[src/rtl/core_pkg.sv]
// Shared core definitions: datapath width, reset PC, and the fetch packet
// that travels from fetch to decode.
package core_pkg;
  localparam int          CORE_XLEN     = 32;
  localparam int          ILEN          = 32;
  localparam logic [31:0] CORE_RESET_PC = 32'h0000_0000;
  localparam int          PC_INC        = 4;

  typedef struct packed {
    logic [CORE_XLEN-1:0] pc;
    logic [ILEN-1:0]      instr;
  } fetch_pkt_t;

  typedef enum logic {BOOT, RUN} fetch_state_e;
endpackage

[src/rtl/if_stage_if.sv]
// Fetch-stage bus: i_mem read port, redirect input, and the decode handshake.
interface if_stage_if #(parameter int XLEN = 32);
  logic [XLEN-1:0] imem_addr;
  logic [XLEN-1:0] imem_rdata;
  logic            redirect_valid;
  logic [XLEN-1:0] redirect_pc;
  logic            out_valid;
  logic            out_ready;
  logic [XLEN-1:0] out_pc;
  logic [XLEN-1:0] out_instr;

  modport master (
    output imem_addr, out_valid, out_pc, out_instr,
    input  imem_rdata, redirect_valid, redirect_pc, out_ready
  );
  modport slave (
    input  imem_addr, out_valid, out_pc, out_instr,
    output imem_rdata, redirect_valid, redirect_pc, out_ready
  );
endinterface

[src/rtl/fetch_fifo.sv]
// In-order buffer of fetched {pc, instr} packets between i_mem and decode.
module fetch_fifo import core_pkg::*; #(
  parameter int DEPTH = 2
) (
  input  logic                       clk,
  input  logic                       rst,
  input  logic                       push_i,
  input  fetch_pkt_t                 pkt_i,
  input  logic                       pop_i,
  input  logic                       flush_i,
  output fetch_pkt_t                 head_o,
  output logic [$clog2(DEPTH+1)-1:0] count_o
);
  localparam int AW = (DEPTH > 1) ? $clog2(DEPTH) : 1;
  localparam int CW = $clog2(DEPTH+1);

  fetch_pkt_t    mem_q [DEPTH];
  logic [AW-1:0] rd_q, wr_q;
  logic [CW-1:0] cnt_q;

  always_ff @(posedge clk or negedge rst) begin
    if (!rst) begin
      rd_q  <= '0;
      wr_q  <= '0;
      cnt_q <= '0;
    end else if (flush_i) begin
      rd_q  <= '0;
      wr_q  <= '0;
      cnt_q <= '0;
    end else begin
      if (push_i) wr_q <= wr_q + AW'(1);
      if (pop_i)  rd_q <= rd_q + AW'(1);
      cnt_q <= cnt_q + CW'(push_i) - CW'(pop_i);
    end
  end

  // Storage needs no reset: the top masks the head while the FIFO is empty.
  always_ff @(posedge clk) begin
    if (push_i && !flush_i) mem_q[wr_q] <= pkt_i;
  end

  assign head_o  = mem_q[rd_q];
  assign count_o = cnt_q;
endmodule

[src/rtl/if_stage.sv]
// Instruction fetch: PC sequencing, one-deep i_mem pipeline, redirect flush,
// and a small buffer that absorbs decode back-pressure.
module if_stage import core_pkg::*; #(
  parameter int              XLEN     = CORE_XLEN,
  parameter logic [XLEN-1:0] RESET_PC = CORE_RESET_PC,
  parameter int              DEPTH    = 2
) (
  input  logic      clk,
  input  logic      rst,
  if_stage_if.master bus
);
  localparam int CW = $clog2(DEPTH+1);

  fetch_state_e    state_q, state_d;
  logic [XLEN-1:0] pc_q, pc_d;
  logic            infl_q, infl_d;
  logic [XLEN-1:0] infl_pc_q, infl_pc_d;

  logic            issue, push, pop, pop_raw, out_valid;
  logic [CW-1:0]   count;
  logic [CW:0]     occ;
  fetch_pkt_t      head, pkt_in;

  assign out_valid = (count != '0);
  assign pop_raw   = out_valid && bus.out_ready;
  // A redirect discards the buffer, so nothing is consumed in that cycle.
  assign pop       = pop_raw && !bus.redirect_valid;
  assign push      = infl_q && !bus.redirect_valid;

  // Slots that will be occupied next cycle before this cycle's issue.
  assign occ   = {1'b0, count} + (CW+1)'(infl_q) - (CW+1)'(pop_raw);
  assign issue = (state_q == RUN) && !bus.redirect_valid && (occ < (CW+1)'(DEPTH));

  always_ff @(posedge clk or negedge rst) begin
    if (!rst) begin
      state_q   <= BOOT;
      pc_q      <= RESET_PC;
      infl_q    <= 1'b0;
      infl_pc_q <= '0;
    end else begin
      state_q   <= state_d;
      pc_q      <= pc_d;
      infl_q    <= infl_d;
      infl_pc_q <= infl_pc_d;
    end
  end

  always_comb begin
    state_d   = RUN;
    pc_d      = pc_q;
    infl_d    = issue;
    infl_pc_d = infl_pc_q;
    if (bus.redirect_valid) begin
      pc_d = {bus.redirect_pc[XLEN-1:2], 2'b00};
    end else if (issue) begin
      pc_d      = pc_q + XLEN'(PC_INC);
      infl_pc_d = pc_q;
    end
  end

  assign pkt_in.pc    = infl_pc_q;
  assign pkt_in.instr = bus.imem_rdata;

  fetch_fifo #(.DEPTH(DEPTH)) u_fifo (
    .clk     (clk),
    .rst     (rst),
    .push_i  (push),
    .pkt_i   (pkt_in),
    .pop_i   (pop),
    .flush_i (bus.redirect_valid),
    .head_o  (head),
    .count_o (count)
  );

  assign bus.imem_addr = pc_q;
  assign bus.out_valid = out_valid;
  assign bus.out_pc    = out_valid ? head.pc    : '0;
  assign bus.out_instr = out_valid ? head.instr : '0;
endmodule

[src/flat_wrapper.sv]
// flat-port wrapper written by rule: the top's interface ports become plain ports
module if_stage_flat import core_pkg::*;
#(
  parameter int              XLEN     = CORE_XLEN,
  parameter logic [XLEN-1:0] RESET_PC = CORE_RESET_PC,
  parameter int              DEPTH    = 2
)
  (clk, rst, bus_imem_addr, bus_out_valid, bus_out_pc, bus_out_instr, bus_imem_rdata, bus_redirect_valid, bus_redirect_pc, bus_out_ready);
  if_stage_if #(.XLEN(XLEN)) bus_i ();
  input  logic clk;
  input  logic rst;
  output wire logic [$bits(bus_i.imem_addr)-1:0] bus_imem_addr;
  output wire logic [$bits(bus_i.out_valid)-1:0] bus_out_valid;
  output wire logic [$bits(bus_i.out_pc)-1:0] bus_out_pc;
  output wire logic [$bits(bus_i.out_instr)-1:0] bus_out_instr;
  input wire logic [$bits(bus_i.imem_rdata)-1:0] bus_imem_rdata;
  input wire logic [$bits(bus_i.redirect_valid)-1:0] bus_redirect_valid;
  input wire logic [$bits(bus_i.redirect_pc)-1:0] bus_redirect_pc;
  input wire logic [$bits(bus_i.out_ready)-1:0] bus_out_ready;
  assign bus_imem_addr = bus_i.imem_addr;
  assign bus_out_valid = bus_i.out_valid;
  assign bus_out_pc = bus_i.out_pc;
  assign bus_out_instr = bus_i.out_instr;
  assign bus_i.imem_rdata = bus_imem_rdata;
  assign bus_i.redirect_valid = bus_redirect_valid;
  assign bus_i.redirect_pc = bus_redirect_pc;
  assign bus_i.out_ready = bus_out_ready;
  if_stage #(.XLEN(XLEN), .RESET_PC(RESET_PC), .DEPTH(DEPTH)) u_core (.clk(clk), .rst(rst), .bus(bus_i));
endmodule
[config.mk]
export PLATFORM = sky130hd
export DESIGN_NAME = if_stage_flat
export DESIGN_NICKNAME = d
export VERILOG_FILES = /design/src/rtl/core_pkg.sv /design/src/rtl/if_stage_if.sv /design/src/rtl/fetch_fifo.sv /design/src/rtl/if_stage.sv /design/src/flat_wrapper.sv
export SDC_FILE = /design/constraint.sdc
export NUM_CORES = 1
export LEC_CHECK = 0
export ABC_AREA = 1
export BUFFER_PORTS_ARGS = -buffer_cell sky130_fd_sc_hd__buf_2
export CAP_MARGIN = 20
export CORE_MARGIN = 2
export CORE_UTILIZATION = 35
export DETAILED_ROUTE_END_ITERATION = 6
export GPL_ROUTABILITY_DRIVEN = 0
export PLACE_DENSITY = 0.6
export REMOVE_ABC_BUFFERS = 1
export SLEW_MARGIN = 10
export SYNTH_ARGS = -nofsm -noshare
export SYNTH_HDL_FRONTEND = slang
export SYNTH_HIERARCHICAL = 1
export SYNTH_SLANG_ARGS = --single-unit
[constraint.sdc]
create_clock -name clk -period 3.55 [get_ports clk]
set_input_delay 0.8875 -clock clk [delete_from_list [all_inputs] [get_ports clk]]
set_output_delay 0.8875 -clock clk [all_outputs]
set_load 0.05 [all_outputs]
==> reports/results.txt, run 1 <==
synthesis-stage register bit count = 194
setup TNS = 0 ps
Worst R2R Setup Slack = 750 ps
dpl hpwl = 14.3 mm
largest area contributor in the netlist = edfxtp_1
share of the synthesized area in the top cell type = 42.1%
critical path arrival = 2060 ps
WL/cell = 14.8 µm
MaxCap Viol Count = 0
Top FF cell, synth = edfxtp_1
required time worst endpoint = 2660 ps
P_leak = 5.03 nW
Congestion Overflow GR = 0
most frequent cell after synthesis = nand2_1
post-CTS setup buffers = 0
final core occ = 42.3%
sequential area share after synthesis = 60.2%
final setup fails = 0
Reg-to-Reg Start = u_core/u_fifo/count_o[1]
die height = 166 µm
vias in the first global route = 6,209
cts hold-fix bufs = 0
max-slew violations = 0
fin crit period = 2950 ps
Final ANT Viol Nets = 0
clock-pin slew on the worst setup and hold paths = 80 ps
H-tree depth = 4
fmax = 0.339 GHz
clk sinks = 194
DP Area = 10,300 µm²
Worst slew margin = 48.1%
number of flops mapped to enable cells by yosys = 128
Reg2Reg Depth = 12
synthesized area = 9130 µm²
DRC = 0
Vias per Instance = 4.49
Inserted Diodes = 0
worst-path fanout max = 66
design area = 10,900 µm²
PwrDens = 631 nW/µm²
Synth Warn # = 6
vias = 6,335
Clock Skew = 13.8 ps
initial antenna violation count = 0
core area = 25,800 µm²
Rows = 59
number of port buffers = 160
cells resized by post-CTS repair = 0
TritonCTS clock tree = done
reg-to-reg endpoint = u_core/bus.imem_addr[6]
synth cell count leaders = 174 x nand2_1, 148 x nor2_1, 145 x inv_1, 128 x edfxtp_1, 66 x dfrtp_1
number of buffers on the longest clock path = 2
endpoint type of the worst setup path = output port
Area Overhead vs Synth = 19.7%
Startpoint Class = register
maximum VDD drop = 336 µV
leading post-synthesis cells by cell area = edfxtp_1 42%, dfrtp_1 18%, nand2_1 7.2%, mux2_4 6.2%, nor2_1 6.1%
Num CTS Buffers = 17
HP Class = input pin to async pin
die width = 166 µm
FFs w/ async S/R, synth = 34.0%
layout cells sized above 1 = 27.6%
largest net degree at the start of global routing = 67
cell count after synthesis = 896
Netlist cell types = 26
detailed-route wire length = 20.8 mm
Tcrit/Tclk final = 83.1%
full die area = 27,400 µm²
Avg Inst Size Synth = 10.2 µm²
outcome = finished clean
RSZ-0062 raised after global routing = no
starting density of the core = 35.4%
Hold Violations, Final = 0
crit path kind = register to output port
Root Driver = clkbuf_16
First DRT Iteration DRCs = 387
global-route wire length before repair = 31.9 mm
GRT Resource Usage Total = 15.4%
worst slew pin tran = 778 ps
clk_lat worst skew = 430 ps
DRT Pass-1 Iters = 5
io pins = 165
NumNets Final = 1,135
worst max path at each step:
stage,startpoint,end
floorplan,u_core/u_fifo/count_o[1],u_core/bus.imem_addr[12]
global placement,bus_out_ready,u_core/bus.imem_addr[6]
detailed placement,bus_out_ready,u_core/bus.imem_addr[6]
CTS,u_core/u_fifo/count_o[1],bus_out_pc[23]
global route,u_core/u_fifo/count_o[1],bus_out_pc[23]
finish,u_core/u_fifo/count_o[1],bus_out_pc[2]
per-stage QoR:
| stage | setup WS (ps) | hold WS [ps] | power (mW) | std cells |
|---|---|---|---|---|
| 6_report | 599 | 450 | 6.90 | 1410 |
| 3_3_place_gp | 283 | 450 | 5.03 | 1378 |
| 3_5_place_dp | 256 | 456 | 5.07 | 1378 |
| 5_1_grt | 392 | 478 | 7.29 | 1410 |
| 2_1_floorplan | -1810 | 442 | 4.46 | 868 |
| 4_1_cts | 519 | 452 | 6.99 | 1410 |
cells in the final DEF (no fill, tap or decap), types with 6 or more instances in the layout:
master	count
edfxtp_1	128
mux2_4	38
buf_4	10
o211ai_1	6
nor2_4	6
nor2_2	14
dfrtp_1	65
o21ai_0	30
buf_2	160
inv_1	145
conb_1	7
clkbuf_16	18
mux2_2	26
nor2_1	145
nand2_1	174
nand3_1	65
report_power, final:
part	internal, mW	total (mW)	switching, mW
Sequential	2.81	3.08	0.269
Clock	1.04	1.91	0.863
Combinational	0.506	1.92	1.41
cell type report:
cell class	count	area, µm²
clock buffers	20	468
clock inverters	12	123
fillers	2541	14900
inverters	146	548
multi-input cells	528	2900
flip-flops and latches	194	5500
well taps	335	419
repair buffers	175	976
per-layer routing:
| layer | share of wire (%) | wire length [µm] | up-vias | global-route usage (%) |
|---|---|---|---|---|
| met1 | 43 | 9030 | 2991 | 18.7 |
| met3 | 5.9 | 1240 | 13 | 3.65 |
| li1 | - | - | 3185 | - |
| met5 | 0 | 0 | - | 0 |
| met4 | 1.1 | 227 | 0 | 4.39 |
| met2 | 50 | 10300 | 146 | 27.1 |
registers in the layout, indices dropped and copies added, names as in the netlist:
name / flops
u_core/bus.imem_addr: 30
u_core/state_q: 1
u_core/u_fifo/rd_q: 1
u_core/u_fifo/wr_q: 1
u_core/infl_pc_q: 30
u_core/u_fifo/mem_q: 128
u_core/u_fifo/count_o: 2
u_core/infl_q: 1
critical path, stage by stage, from the launching register on:
cell	delay, ps
dfrtp_1	470
nor2_4	120
buf_4	610
nor2_1	160
buf_2	260
cells by family (layout without fill, tap and decap cells):
| logic type | Yosys count | in the layout | synth area share (%) |
|---|---|---|---|
| and+or+nand+nor | 413 | 413 | 18.7 |
| AOI/OAI and AO/OA | 39 | 39 | 2.30 |
| other | 2 | 7 | 0.0822 |
| buffers and inverters | 179 | 353 | 8.53 |
| DFF | 194 | 194 | 60.2 |
| muxes | 64 | 64 | 9.45 |
| adders and majority gates | 5 | 5 | 0.767 |
Note: power is estimated with default switching activity, not from simulation.
==> run 2: changes to the inputs <==
--- a/config.mk
+++ b/config.mk
@@ -5,14 +5,14 @@
 export SDC_FILE = /design/constraint.sdc
 export NUM_CORES = 1
 export LEC_CHECK = 0
-export ABC_AREA = 1
+export ABC_AREA = 0
 export BUFFER_PORTS_ARGS = -buffer_cell sky130_fd_sc_hd__buf_2
 export CAP_MARGIN = 20
 export CORE_MARGIN = 2
 export CORE_UTILIZATION = 35
 export DETAILED_ROUTE_END_ITERATION = 6
 export GPL_ROUTABILITY_DRIVEN = 0
-export PLACE_DENSITY = 0.6
+export PLACE_DENSITY = 0.61
 export REMOVE_ABC_BUFFERS = 1
 export SLEW_MARGIN = 10
 export SYNTH_ARGS = -nofsm -noshare
==> constraint.sdc (replaced) <==
create_clock -name clk -period 2.6 [get_ports clk]
set_input_delay 0.65 -clock clk [delete_from_list [all_inputs] [get_ports clk]]
set_output_delay 0.65 -clock clk [all_outputs]
set_load 0.05 [all_outputs]
==> run 2 against run 1 <==
  * The flow now finishes with violations (setup timing)
  * Worst hold slack got worse by 220 ps
  * Clock skew fell by 5.7 ps
  * Global-route usage fell by 0.21 points
  * Die area is 6.7% lower
  * Synthesized area is 6.8% lower
  * Clock-buffer cell count increased by 1
  * Setup slack worse by 1000 ps
  * Critical endpoint is now u_core/bus.imem_addr[24]
==> reports/results.txt, run 2 <==
global-route wire length before repair = 29.6 mm (-7.2%)
share of the synthesized area in the top cell type = 45.2% (+3.1 points)
switching share of total power = 35.3% (-1.5 points)
worst slew pin tran = 596 ps (-182 ps)
RSZ-0062 raised after global routing = yes
full die area = 25,600 µm² (-6.7%)
NumNets Final = 894 (-21%)
vias = 5,494 (-13%)
crit path kind = register to register
initial antenna violation count = 0 (unchanged)
DRT Pass-1 Iters = 4 (-1)
Root Driver = clkbuf_16
Netlist cell types = 51 (+96%)
synthesis-stage register bit count = 194 (unchanged)
max-slew violations = 0 (unchanged)
GRT Resource Usage Total = 15.1% (-0.21 points)
design area = 11,000 µm² (+0.76%)
Worst slew margin = 60.0% (+12 points)
failing checks = setup timing
Startpoint Class = register
endpoint type of the worst setup path = register
Inserted Diodes = 0 (unchanged)
DP Area = 9850 µm² (-4.8%)
Comb pwr share = 31.2% (+3.4 points)
Clock power frac = 26.8% (-0.8 points)
P_leak = 4.68 nW (-6.8%)
critical path arrival = 3320 ps (+1260 ps)
starting density of the core = 35.3% (-0.045 points)
largest register by flop count = u_core/u_fifo/mem_q
Hold Violations, Final = 0 (unchanged)
Seq pwr share = 41.9% (-2.7 points)
max FFs per register = 128 (unchanged)
detailed-route wire length = 19.6 mm (-5.8%)
most frequent cell after synthesis = edfxtp_1
synth cell count leaders = 128 x edfxtp_1, 124 x nand2_1, 67 x and2_1, 66 x dfrtp_1, 50 x mux2_4
Final WS setup = -427 ps (-1030 ps)
First DRT Iteration DRCs = 311 (-20%)
fmax = 0.330 GHz
Congestion Overflow GR = 0 (unchanged)
Avg Inst Size Synth = 13.7 µm² (+34%)
layout cells sized above 1 = 42.1% (+14 points)
PwrDens = 900 nW/µm² (+43%)
Vias per Instance = 4.74 (+5.6%)
outcome = finished with violations
io pins = 165 (unchanged)
Clock Skew = 8.04 ps (-5.72 ps)
H-tree depth = 4 (unchanged)
largest area contributor in the netlist = edfxtp_1
required time worst endpoint = 2900 ps (+240 ps)
Area Overhead vs Synth = 29.4%
WL/cell = 17.0 µm (+15%)
maximum VDD drop = 360 µV (+7.2%)
core area = 24,100 µm² (-6.7%)
clk_lat worst skew = 420 ps (about the same)
DRC = 0 (unchanged)
largest net degree at the start of global routing = 67 (unchanged)
Sw Pwr = 3.50 mW (+38%)
cell count after synthesis = 623 (-30%)
sequential area share after synthesis = 64.6% (+4.4 points)
Num CTS Buffers = 17 (unchanged)
Top FF cell, synth = edfxtp_1
clk sinks = 194 (unchanged)
number of flops mapped to enable cells by yosys = 128 (unchanged)
Reg2Reg Depth = 14 (+2)
number of buffers on the longest clock path = 2 (unchanged)
synthesized area = 8510 µm² (-6.8%)
fin crit period = 3030 ps
Rows = 57 (-3.4%)
final setup fails = 59 (+59)
most frequent cells in the layout = 153 x buf_2, 128 x edfxtp_1, 96 x nand2_1
die width = 160 µm (-3.4%)
worst-path fanout max = 5 (-92%)
Synth Warn # = 6 (unchanged)
Fin Hold WS = 231 ps (-219 ps)
Final ANT Viol Nets = 0 (unchanged)
clock-pin slew on the worst setup and hold paths = 70 ps (about the same)
dpl hpwl = 12.3 mm (-14%)
TritonCTS clock tree = done
MaxCap Viol Count = 0 (unchanged)
FFs w/ async S/R, synth = 34.0% (unchanged)
number of port buffers = 160 (unchanged)
die height = 160 µm (-3.4%)
leading post-synthesis cells by cell area = edfxtp_1 45%, dfrtp_1 19%, mux2_4 8.8%, nand2_1 5.5%, and2_1 4.9%
Tcrit/Tclk final = 116%
HP Class = input pin to async pin
Pint = 6.41 mW (+47%)
commonest non-fill, non-tap cell in the layout = buf_2
vias in the first global route = 5,177 (-17%)
## run 2: power groups by stage
stage                     sequential [mW]  clock (mW)  combinational [mW]
after global placement               4.19           0                2.71
final                                4.16        2.66                3.09
after global routing                 4.22        2.84                3.31
after floorplan                      4.39           0                1.69
after detailed placement             4.21           0                2.73
after CTS                            4.15        2.72                2.97
## run 2: what timing repair did
action	4_1_cts	5_1_grt
gates resized for setup	42	62
hold buffers	0	0
pin swaps	19	36
setup endpoints to repair	86	126
cloned	2	3
setup buffers	8	7
## run 2: worst paths after layout
path                                           from                         end  slack (ps)
max reg2reg                u_core/u_fifo/count_o[0]    u_core/bus.imem_addr[24]        -430
max in group asynchronous                       rst          u_core/u_fifo/rd_q        2040
max                        u_core/u_fifo/count_o[0]    u_core/bus.imem_addr[24]        -430
min in group clk                  bus_imem_rdata[7]   u_core/u_fifo/mem_q[0][7]         410
min reg2reg                    u_core/infl_pc_q[12]  u_core/u_fifo/mem_q[1][44]         470
min                                             rst        u_core/infl_pc_q[11]         230
## run 2: through the flow
| step | util, % | worst slack, ps | instances | setup TNS (ps) | power [mW] |
|---|---|---|---|---|---|
| after floorplan | - | -3560 | 596 | -396230 | 6.07 |
| after global placement | 40.8 | -746 | 1109 | -30620 | 6.90 |
| after detailed placement | 40.8 | -785 | 1109 | -32570 | 6.94 |
| after CTS | 44.6 | -459 | 1151 | -14630 | 9.84 |
| after global routing | 45.7 | -518 | 1158 | -18720 | 10.4 |
| final | 45.7 | -427 | 1158 | -14120 | 9.91 |
## run 2: area by class of cell
class	count	area, µm²
clock buffers	21	472
clock inverters	11	128
fillers	2219	13100
inverters	10	42.5
multi-input cells	392	3010
flip-flops and latches	194	5500
well taps	324	405
repair buffers	206	1460
## run 2: kinds of logic (layout without fill, tap and decap cells)
family | after synthesis | count (layout) | synth area share, %
and+or+nand+nor | 255 | 255 | 15.2
DFF | 194 | 194 | 64.6
muxes | 66 | 66 | 10.9
AOI/OAI and AO/OA | 54 | 54 | 4.92
buffers and inverters | 42 | 248 | 2.79
adders and majority gates | 5 | 5 | 0.823
xor gates and xnor gates | 5 | 5 | 0.676
other | 2 | 7 | 0.0882
## run 2: layer usage
| metal | wire length (µm) | global-route usage [%] | part of all wire [%] | vias up |
|---|---|---|---|---|
| met1 | 9130 | 20.6 | 47 | 2702 |
| met5 | 0 | 0 | 0 | - |
| met4 | 182 | 3.89 | 0.93 | 0 |
| met2 | 9460 | 24.4 | 48 | 146 |
| li1 | - | - | - | 2634 |
| met3 | 856 | 3.87 | 4.4 | 12 |
## run 2: critical path, stage by stage, from the launching register on
cell and delay, ps:
dfrtp_1 380, or2_4 250, and2_4 140, ha_4 200, nand2b_4 140, fa_2 540
nand2_2 50, or3_4 360, inv_6 90, buf_12 100, buf_12 100, nand3_4 90
buf_12 150, o211ai_1 180, o311ai_1 110
